$ cat src/rtl/node_pkg.sv
// Shared codes for the interconnect node: source/destination encodings,
// arbiter FSM states, slot indices and the position of the destination field.
package node_pkg;

    typedef enum logic [1:0] {
        SRC_NONE  = 2'b00,
        SRC_LEFT  = 2'b01,
        SRC_RIGHT = 2'b10,
        SRC_SELF  = 2'b11
    } src_e;

    typedef enum logic [1:0] {
        DST_CTRL  = 2'b00,
        DST_LEFT  = 2'b01,
        DST_RIGHT = 2'b10,
        DST_SELF  = 2'b11
    } dst_e;

    typedef enum logic [1:0] {
        ST_IDLE = 2'b00,
        ST_WAIT = 2'b01,
        ST_SEND = 2'b10,
        ST_GAP  = 2'b11
    } state_e;

    // Slot / request bit positions
    localparam int IDX_LEFT  = 0;
    localparam int IDX_RIGHT = 1;
    localparam int IDX_SELF  = 2;

    // Destination lives in the top DEST_W bits of every word
    localparam int DEST_W = 2;

endpackage

$ cat src/rtl/rr_arbiter3.sv
// Three-way round-robin arbiter: the requester after the one-hot pointer
// has highest priority, wrapping left -> right -> self.
module rr_arbiter3
    import node_pkg::*;
(
    input  logic [2:0] req,
    input  logic [2:0] ptr,
    output logic [2:0] grant
);

    // Priority scan starting just after the last-served source
    always_comb begin
        grant = 3'b000;
        case (ptr)
            3'b001: begin
                if      (req[IDX_RIGHT]) grant = 3'b010;
                else if (req[IDX_SELF])  grant = 3'b100;
                else if (req[IDX_LEFT])  grant = 3'b001;
            end
            3'b010: begin
                if      (req[IDX_SELF])  grant = 3'b100;
                else if (req[IDX_LEFT])  grant = 3'b001;
                else if (req[IDX_RIGHT]) grant = 3'b010;
            end
            default: begin
                if      (req[IDX_LEFT])  grant = 3'b001;
                else if (req[IDX_RIGHT]) grant = 3'b010;
                else if (req[IDX_SELF])  grant = 3'b100;
            end
        endcase
    end

endmodule

$ cat src/rtl/node_port_arbiter.sv
// Node port arbiter: one-deep holding slots for left/right/self words,
// round-robin grant, destination decode and a single-cycle send pulse
// followed by an optional idle gap.
module node_port_arbiter
    import node_pkg::*;
#(
    parameter int DATA_WIDTH = 32,
    parameter int GAP_CYCLES = 2
) (
    input  logic                  clk,
    input  logic                  resetN,
    input  logic [DATA_WIDTH-1:0] shiftInLeftData,
    input  logic                  shiftInLeftCS,
    input  logic [DATA_WIDTH-1:0] shiftInRightData,
    input  logic                  shiftInRightCS,
    input  logic [DATA_WIDTH-1:0] shiftInData,
    input  logic                  shiftInCS,
    input  logic                  readyLeft,
    input  logic                  readyRight,
    input  logic                  readySelf,
    input  logic                  clearErr,
    output logic [DATA_WIDTH-1:0] outData,
    output logic                  outCS,
    output logic [1:0]            dataSource,
    output logic [1:0]            outputSelect,
    output logic                  controllerEn,
    output logic                  busy,
    output logic [2:0]            dropErr
);

    localparam int CW = (GAP_CYCLES > 1) ? $clog2(GAP_CYCLES) : 1;

    logic [DATA_WIDTH-1:0] in_data [3];
    logic [DATA_WIDTH-1:0] slot_data [3];
    logic [2:0]            cs_in;
    logic [2:0]            pending;
    logic [2:0]            release_mask;
    logic [2:0]            drop;
    logic [2:0]            rr_ptr;
    logic [2:0]            grant_oh;
    logic [2:0]            grant_reg;
    logic [DATA_WIDTH-1:0] sel_data;
    logic [1:0]            sel_src;
    dst_e                  sel_dest;
    logic                  sel_ready;
    dst_e                  dest_reg;
    logic                  wait_ready;
    logic [CW-1:0]         gap_cnt;
    state_e                state;
    state_e                state_next;
    logic                  take_grant;

    assign in_data[IDX_LEFT]  = shiftInLeftData;
    assign in_data[IDX_RIGHT] = shiftInRightData;
    assign in_data[IDX_SELF]  = shiftInData;
    assign cs_in = {shiftInCS, shiftInRightCS, shiftInLeftCS};

    // A slot frees on the edge that leaves SEND; a strobe on a still-busy slot is lost
    assign release_mask = (state == ST_SEND) ? grant_reg : 3'b000;
    assign drop         = cs_in & pending & ~release_mask;
    assign take_grant   = (state == ST_IDLE) && (pending != 3'b000);

    rr_arbiter3 u_rr (
        .req   (pending),
        .ptr   (rr_ptr),
        .grant (grant_oh)
    );

    // Select the granted word and decode its destination and readiness
    always_comb begin
        sel_data = slot_data[IDX_LEFT];
        sel_src  = SRC_NONE;
        if (grant_oh[IDX_LEFT]) begin
            sel_data = slot_data[IDX_LEFT];
            sel_src  = SRC_LEFT;
        end else if (grant_oh[IDX_RIGHT]) begin
            sel_data = slot_data[IDX_RIGHT];
            sel_src  = SRC_RIGHT;
        end else if (grant_oh[IDX_SELF]) begin
            sel_data = slot_data[IDX_SELF];
            sel_src  = SRC_SELF;
        end
        sel_dest = dst_e'(sel_data[DATA_WIDTH-1 -: DEST_W]);
        case (sel_dest)
            DST_LEFT:  sel_ready = readyLeft;
            DST_RIGHT: sel_ready = readyRight;
            DST_SELF:  sel_ready = readySelf;
            default:   sel_ready = 1'b1;
        endcase
        case (dest_reg)
            DST_LEFT:  wait_ready = readyLeft;
            DST_RIGHT: wait_ready = readyRight;
            DST_SELF:  wait_ready = readySelf;
            default:   wait_ready = 1'b1;
        endcase
    end

    // Holding slots, pending bits and sticky drop flags
    always_ff @(posedge clk or negedge resetN) begin
        if (!resetN) begin
            for (int i = 0; i < 3; i++) slot_data[i] <= '0;
            pending <= 3'b000;
            dropErr <= 3'b000;
        end else begin
            for (int i = 0; i < 3; i++) begin
                if (cs_in[i] && !drop[i]) begin
                    slot_data[i] <= in_data[i];
                    pending[i]   <= 1'b1;
                end else if (release_mask[i]) begin
                    pending[i]   <= 1'b0;
                end
            end
            dropErr <= (dropErr & {3{~clearErr}}) | drop;
        end
    end

    // Next-state logic for the grant/send/gap sequence
    always_comb begin
        state_next = state;
        case (state)
            ST_IDLE: if (take_grant) state_next = sel_ready ? ST_SEND : ST_WAIT;
            ST_WAIT: if (wait_ready) state_next = ST_SEND;
            ST_SEND: state_next = (GAP_CYCLES > 0) ? ST_GAP : ST_IDLE;
            ST_GAP:  if (gap_cnt == '0) state_next = ST_IDLE;
            default: state_next = ST_IDLE;
        endcase
    end

    // State register plus the latched grant, mux controls and gap counter
    always_ff @(posedge clk or negedge resetN) begin
        if (!resetN) begin
            state        <= ST_IDLE;
            rr_ptr       <= 3'b100;
            grant_reg    <= 3'b000;
            dest_reg     <= DST_CTRL;
            dataSource   <= SRC_NONE;
            outputSelect <= DST_CTRL;
            outData      <= '0;
            gap_cnt      <= '0;
        end else begin
            state <= state_next;
            if (take_grant) begin
                grant_reg    <= grant_oh;
                rr_ptr       <= grant_oh;
                dest_reg     <= sel_dest;
                dataSource   <= sel_src;
                outputSelect <= sel_dest;
                outData      <= sel_data;
            end else if (state == ST_SEND) begin
                grant_reg    <= 3'b000;
                dataSource   <= SRC_NONE;
                outputSelect <= DST_CTRL;
                gap_cnt      <= CW'(GAP_CYCLES - 1);
            end else if (state == ST_GAP && gap_cnt != '0) begin
                gap_cnt <= gap_cnt - 1'b1;
            end
        end
    end

    assign outCS        = (state == ST_SEND) && (dest_reg != DST_CTRL);
    assign controllerEn = (state == ST_SEND) && (dest_reg == DST_CTRL);
    assign busy         = (state != ST_IDLE);

endmodule

$ cat config.mk
export PLATFORM = sky130hd
export DESIGN_NAME = node_port_arbiter
export DESIGN_NICKNAME = d
export VERILOG_FILES = /design/src/rtl/node_pkg.sv /design/src/rtl/rr_arbiter3.sv /design/src/rtl/node_port_arbiter.sv
export SDC_FILE = /design/constraint.sdc
export NUM_CORES = 1
export LEC_CHECK = 0
export ABC_AREA = 1
export BUFFER_PORTS_ARGS = -buffer_cell sky130_fd_sc_hd__buf_2
export CAP_MARGIN = 5
export CORE_MARGIN = 4
export CORE_UTILIZATION = 40
export CTS_CLUSTER_DIAMETER = 200
export DETAILED_ROUTE_END_ITERATION = 6
export GPL_ROUTABILITY_DRIVEN = 0
export PLACE_DENSITY_LB_ADDON = 0.12
export SYNTH_ARGS = -nofsm -noshare
export SYNTH_HDL_FRONTEND = slang
export SYNTH_HIERARCHICAL = 1
export SYNTH_SLANG_ARGS = --single-unit
$ cat constraint.sdc
create_clock -name clk -period 1.9 [get_ports clk]
set_input_delay 0.19 -clock clk [delete_from_list [all_inputs] [get_ports clk]]
set_output_delay 0.19 -clock clk [all_outputs]
set_load 0.1 [all_outputs]
==> results.yml, run 1 <==
final_layout:
  register_area_mm2: 0.00368
  antenna_cells: 0
  nets: 946
  area_growth_pct: 40.3
  final_cells: 1065
  fillCellCount: 1411
  fin_util_pct: 57.6
  top_regs: "slot_data x96, outData x32"
  drive_gt1_share_pct: 42.0
  top_register: "slot_data"
  multi_input_area_mm2: 0.00274
  largest_reg_flops: 96
timing:
  report.final.slew_viol_count: 0
  fin_setup_tns_ns: 0
  setup_ws_ns: 0.00402
  tightest_slew_ns: 0.511
  fin_skew_ns: 0.00870
  whs_ns: 0.0130
  period_minus_slack_ns: 1.90
  fin_crit_sh_pct: 99.8
  rsz0062_at_grt: "yes"
  final-setup-viol-count: 0
  slew_headroom_pct: 66.2
  fmax_mhz: 527
  timing_hold_violations_final: 0
place:
  dp.cells: 976
  place_worst_setup_slack_ns: -0.0895
  io_buffers: 146
  hpwl_um: 12400
critical_path:
  worstSetupPathType: "reg -> reg"
  rr_worst_depth: 10
  critPathCaptureType: "flop"
  start_kind: "flop"
  timing.reg2reg.setup_slack_ns: 0.004
  cpMaxStageDelayCell: "dfrtp_1"
  r2r-start: "pending[1]"
  crit_start: "pending[1]"
  cp.required_ns: 2.20
  arrival_ns: 2.19
  r2r-end: "outData[21]"
  crit_top_cell: "nand2_4"
  slowest_delay_ns: 0.47
  crit_path_max_fanout: 9
  crit_end: "outData[21]"
  critPathTopFamily: "simple AND/OR/NAND/NOR gates"
  crit_buf_inv: 2
  critical_path_depth: 10
  path_cells: "nand2_1, nor2_2, nand2_4, nand3_4, inv_4, nand2_4, clkbuf_16, o21ai_0, a221oi_1, nor2_1"
yosys:
  synth_top_family_by_area: "multiplexers"
  synth.top_cells.by_area: "dfrtp_1 (56%), mux2_2 (7.2%), mux2_4 (6.9%), nor2_1 (5.5%), nand2_1 (4.5%)"
  synth_nets: 728
  yosysTopAreaCell: "dfrtp_1"
  netlist.area_leader.share_pct: 55.9
  yosys.area_share.simple_pct: 12.0
  synth_mux_area_share_pct: 14.1
  ys_warn_count: 6
  avgSynthCellArea_um2: 10.6
  netlist_instances: 618
  syn_area_mm2: 0.00654
  ys_ff_latch: 147
  synth_xor_area_share_pct: 0
  yosys.area_share.adder_pct: 0.957
  netlist-cell-type-count: 30
  synth_compound_area_share_pct: 10.3
  ys_seq_area_share_pct: 56.3
worst_hold_path:
  hold_path.class: "in -> reg"
  hold_path_depth: 2
clocking:
  root_buffer: "clkbuf_16"
  clkLatencyLatePin_ns: 0.42
  cts-htree-levels: 4
  clock_path_buffers: 2
  cts_tree: "built"
  numCtsBuffers: 17
  path_clk_slew_ns: 0.06
  cts.sink_count: 147
floorplan:
  die_w_um: 136
  dieArea_mm2: 0.0185
  die_y_um: 136
  ios: 147
  initial_core_util_pct: 41.0
  core_mm2: 0.0159
  rows: 46
global_routing:
  grt_pass1_wl_um: 28200
  antenna_found_initial: 0
  grt_max_degree: 52
  grt_pass1_vias: 5448
  grt-ovfl-total: 0
  gr-usage-all-layers_pct: 19.7
drt:
  vias_per_cell: 4.93
  drt_iter0_drc: 247
  drc: 0
  wl_per_cell_um: 17.1
  detail-route-antenna-nets: 0
  num_vias: 5252
  first_pass_iters: 4
  wirelength_um: 18200
pwr:
  p_per_area_mw_per_mm2: 2080
  power.leakage_nw: 4.49
  ir_worst_vdd_v: 0.00116
outcome:
  status: "completed"
flow_run:
  cap_violations: 0
==> Yosys cell counts <==
master	count
nand2_2	1
a21oi_1	32
a211oi_1	6
buf_2	16
dfstp_2	1
inv_2	3
clkinv_1	1
nor3_1	2
ha_1	5
o22ai_1	6
buf_1	3
nand3_2	2
nand2_1	78
and2_1	1
clkbuf_1	7
nand2_4	1
inv_1	53
o21ai_0	33
a221oi_1	24
o21ai_2	3
dfrtp_1	146
o21ai_4	1
o21bai_1	1
nor2_1	95
mux2_4	30
nand3_1	16
mux2_2	42
buf_6	7
clkbuf_2	1
o211ai_1	1
==> power breakdown <==
part | internal (mW) | total (mW) | switching [mW]
Clock | 2.08 | 3.46 | 1.38
Combinational | 3.29 | 10.1 | 6.78
Sequential | 4.67 | 5.59 | 0.915
Total | 10.0 | 19.1 | 9.08
==> cell type report <==
class                   instances  area share (%)
clock buffers                  17            4.63
well taps                     216            2.94
flip-flops and latches        147            40.1
multi-input cells             380            29.9
repair buffers                233            18.0
inverters                      57            2.48
clock inverters                15            1.96
==> cells by family after synthesis <==
family | after synthesis
compound gates | 107
fa+ha+maj | 5
buf+inv | 91
flops | 147
mux | 72
simple gates | 196
==> stage by stage <==
stage | cell area, um^2 | power (mW)
after floorplan | 6570 | 12.3
after global placement | 7710 | 14.5
after detailed placement | 7710 | 14.7
after CTS | 8820 | 18.3
after global routing | 9180 | 20.2
final | 9180 | 19.1
==> placed cells by master (no fill, tap or decap), types with 17 or more instances in the layout <==
| master | Yosys | layout |
|---|---|---|
| buf_4 | 0 | 28 |
| mux2_4 | 30 | 30 |
| mux2_2 | 42 | 42 |
| a221oi_2 | 0 | 17 |
| a21oi_1 | 32 | 31 |
| nor2_1 | 95 | 93 |
| clkbuf_16 | 0 | 18 |
| inv_1 | 53 | 46 |
| dfrtp_1 | 146 | 143 |
| nand2_1 | 78 | 65 |
| dlygate4sd3_1 | 0 | 48 |
| buf_2 | 16 | 142 |
| o21ai_0 | 33 | 26 |
==> worst min path at each step <==
stage,startpoint,end,slack [ns]
after floorplan,resetN,dataSource[0],-0.11
after global placement,resetN,slot_data[54],0.16
after detailed placement,resetN,slot_data[54],0.16
after CTS,shiftInRightData[30],slot_data[62],0.0003
after global routing,shiftInLeftData[15],slot_data[79],0.0008
final,shiftInLeftData[15],slot_data[79],0.01
==> routing by layer <==
metal | track usage (%) | wire [um] | vias to the layer above
met5 | 0 | 0 | -
met4 | 8.01 | 381 | 0
met3 | 4.00 | 839 | 29
met2 | 31.9 | 9070 | 140
met1 | 26.2 | 7940 | 2588
li1 | - | - | 2495
==> what timing repair did <==
item,4_1_cts,5_1_grt
resized for setup,5,72
gates cloned,0,1
setup endpoints to repair,28,49
hold buffers,48,0
setup buffers,2,6
pin swaps,2,10
hold endpoints to repair,93,0
==> worst reg2reg max path, stage by stage (launching register included) <==
cell	delay (ns)
dfrtp_1	0.47
nand2_1	0.14
nor2_2	0.16
nand2_4	0.07
nand3_4	0.14
inv_4	0.07
nand2_4	0.13
clkbuf_16	0.18
o21ai_0	0.08
a221oi_1	0.26
nor2_1	0.07
Power figures use the tool's default switching activity.
==> run 2, diff against run 1 <==
SYNTH_HIERARCHICAL = unset   (was 1)
==> results.yml, run 2 <==
yosys:
  synth_mux_area_share_pct: 15.2
  avgSynthCellArea_um2: 11.0
  synthMostInstantiatedCell: "dfrtp_1"
  synth_xor_area_share_pct: 0
  netlist-cell-type-count: 24
  synth_edf_count: 0
  ys_warn_count: 0
  synthFlopType: "dfrtp_1"
  ys_async_sr_fraction_pct: 100
  synth_nets: 683
  netlist.area_leader.share_pct: 58.1
  yosys.area_share.simple_pct: 12.2
  ys_ff_latch: 147
  netlist_instances: 574
  ys_top_cells_by_count: "dfrtp_1 (146), nand2_1 (133), mux2_2 (85), inv_1 (40), nor2_1 (38)"
  yosysTopAreaCell: "dfrtp_1"
  synth.top_cells.by_area: "dfrtp_1 (58%), mux2_2 (15%), nand2_1 (7.9%), a41oi_2 (2.6%), inv_1 (2.4%)"
  synth_top_family_by_area: "multiplexers"
  yosys.area_share.adder_pct: 0.796
  ys_seq_area_share_pct: 58.5
  syn_area_mm2: 0.00629
  synth_compound_area_share_pct: 8.49
clocking:
  path_clk_slew_ns: 0.06
  clkLatencyLatePin_ns: 0.41
  root_buffer: "clkbuf_16"
  cts-htree-levels: 4
  numCtsBuffers: 17
  cts.sink_count: 147
  clock_path_buffers: 2
  cts_tree: "built"
floorplan:
  core_mm2: 0.0153
  rows: 45
  ios: 147
  die_w_um: 133
  die_y_um: 133
  dieArea_mm2: 0.0178
  initial_core_util_pct: 41.1
critical_path:
  cp.required_ns: 1.71
  arrival_ns: 1.67
  critPathCaptureType: "output port"
  worstSetupPathType: "reg -> out"
  crit_path_max_fanout: 4
  start_kind: "flop"
final_layout:
  final_cell_mix: "dfrtp_1 (146), buf_2 (142), nand2_1 (129), mux2_2 (85), inv_1 (38)"
  drive_gt1_share_pct: 39.4
  top_register: "slot_data"
  top_regs: "slot_data x96, outData x32"
  fin_util_pct: 54.8
  final_area_mm2: 0.00839
  nets: 877
  layout_commonest_cell: "dfrtp_1"
  largest_reg_flops: 96
  final_cells: 993
  area_growth_pct: 33.4
timing:
  fin_skew_ns: 0.00956
  final-setup-viol-count: 0
  tightest_slew_ns: 0.520
  report.final.slew_viol_count: 0
  slew_headroom_pct: 65.3
  whs_ns: 0.00774
  period_minus_slack_ns: 1.86
  rsz0062_at_grt: "yes"
  timing_hold_violations_final: 0
  fmax_mhz: 539
  fin_crit_sh_pct: 97.7
outcome:
  status: "completed"
global_routing:
  grt-ovfl-total: 0
  grt_pass1_wl_um: 26200
  grt_pass1_vias: 5081
  gr-usage-all-layers_pct: 18.8
  grt_max_degree: 54
  antenna_found_initial: 1
pwr:
  p_per_area_mw_per_mm2: 2050
  ir_worst_vdd_v: 0.00110
  power.leakage_nw: 4.04
drt:
  first_pass_iters: 4
  num_vias: 4896
  drt_iter0_drc: 176
  wl_per_cell_um: 16.4
  detail-route-antenna-nets: 0
  drc: 0
  wirelength_um: 16200
  vias_per_cell: 4.93
place:
  dp.cells: 925
  io_buffers: 146
  place_area_mm2: 0.00742
  hpwl_um: 11400
flow_run:
  cap_violations: 0
worst_hold_path:
  hold_path.class: "in -> reg"
run 2: cell types whose count changed after synthesis, sizes merged, moves of 12 or more:
cell,before,now
a221oi,24,0
a41oi,0,18
inv,56,44
mux2,72,85
nand2,80,136
nor2,95,38
o21ai,37,24
run 2: path summary, 6_finish.rpt:
check | slack [ns] | from | cells past startpoint | to
setup / recovery | 0.04 | state[0] | 6 | controllerEn
hold / removal | 0.008 | shiftInRightData[21] | 2 | slot_data[53]
setup reg to reg | 0.10 | rr_ptr[2] | 13 | state[0]
hold reg to reg | 0.48 | dataSource[1] | 2 | dataSource[1]
max in group asynchronous | 0.95 | resetN | 3 | slot_data[63]
min in group asynchronous | 0.31 | resetN | 2 | slot_data[64]
run 2: logic make-up after synthesis:
kind of cell	Yosys count
AO/OA/AOI/OAI	76
adder cells (fa/ha/maj)	4
buffers and inverters	69
flip-flops	147
multiplexers	85
AND/OR/NAND/NOR	193
run 2: per-stage QoR:
| step | worst slack, ns | power [mW] | setup TNS, ns |
|---|---|---|---|
| floorplan | -0.211 | 11.8 | -0.211 |
| global placement | 0.142 | 13.6 | 0 |
| detailed placement | 0.104 | 13.8 | 0 |
| CTS | 0.00101 | 17.2 | 0 |
| global route | -0.0181 | 18.3 | -0.0295 |
| finish | 0.0445 | 17.2 | 0 |
run 2: per-layer routing:
layer  part of all wire (%)  vias to the layer above  global-route usage [%]
met5                      0                        -                       0
met4                    1.5                        0                    5.89
met3                    5.9                       22                    5.06
met2                     48                      156                    30.4
met1                     44                     2413                    24.9
li1                       -                     2305                       -
run 2: worst max-delay path, stage by stage, from the launching register on:
cell and delay [ns]:
dfrtp_1 0.39, inv_1 0.10, ha_1 0.17, inv_1 0.10, buf_4 0.18, nor2_4 0.10
buf_6 0.22
run 2: cell type report:
| class | count | area [um^2] |
|---|---|---|
| Timing Repair Buffer | 200 | 1350 |
| Clock inverter | 5 | 75.1 |
| Clock buffer | 27 | 483 |
| Multi-Input combinational cell | 358 | 2360 |
| Tap cell | 211 | 264 |
| Sequential cell | 147 | 3680 |
| Fill cell | 1403 | 6920 |
| Inverter | 44 | 174 |
| Antenna cell | 1 | 2.50 |
run 2: power by group:
part	switching, mW	total, mW	internal [mW]
registers	0.759	5.40	4.64
logic	5.93	8.59	2.66
clock network	1.21	3.21	2.00
run 2: repair_timing:
| action | CTS | global route |
|---|---|---|
| resized for setup | 5 | 16 |
| endpoints found under the setup margin | 3 | 26 |
| setup buffers | 0 | 4 |
| pin swaps | 0 | 1 |
| endpoints found under the hold margin | 80 | 1 |
| gates cloned | 0 | 0 |
| hold buffers | 31 | 1 |
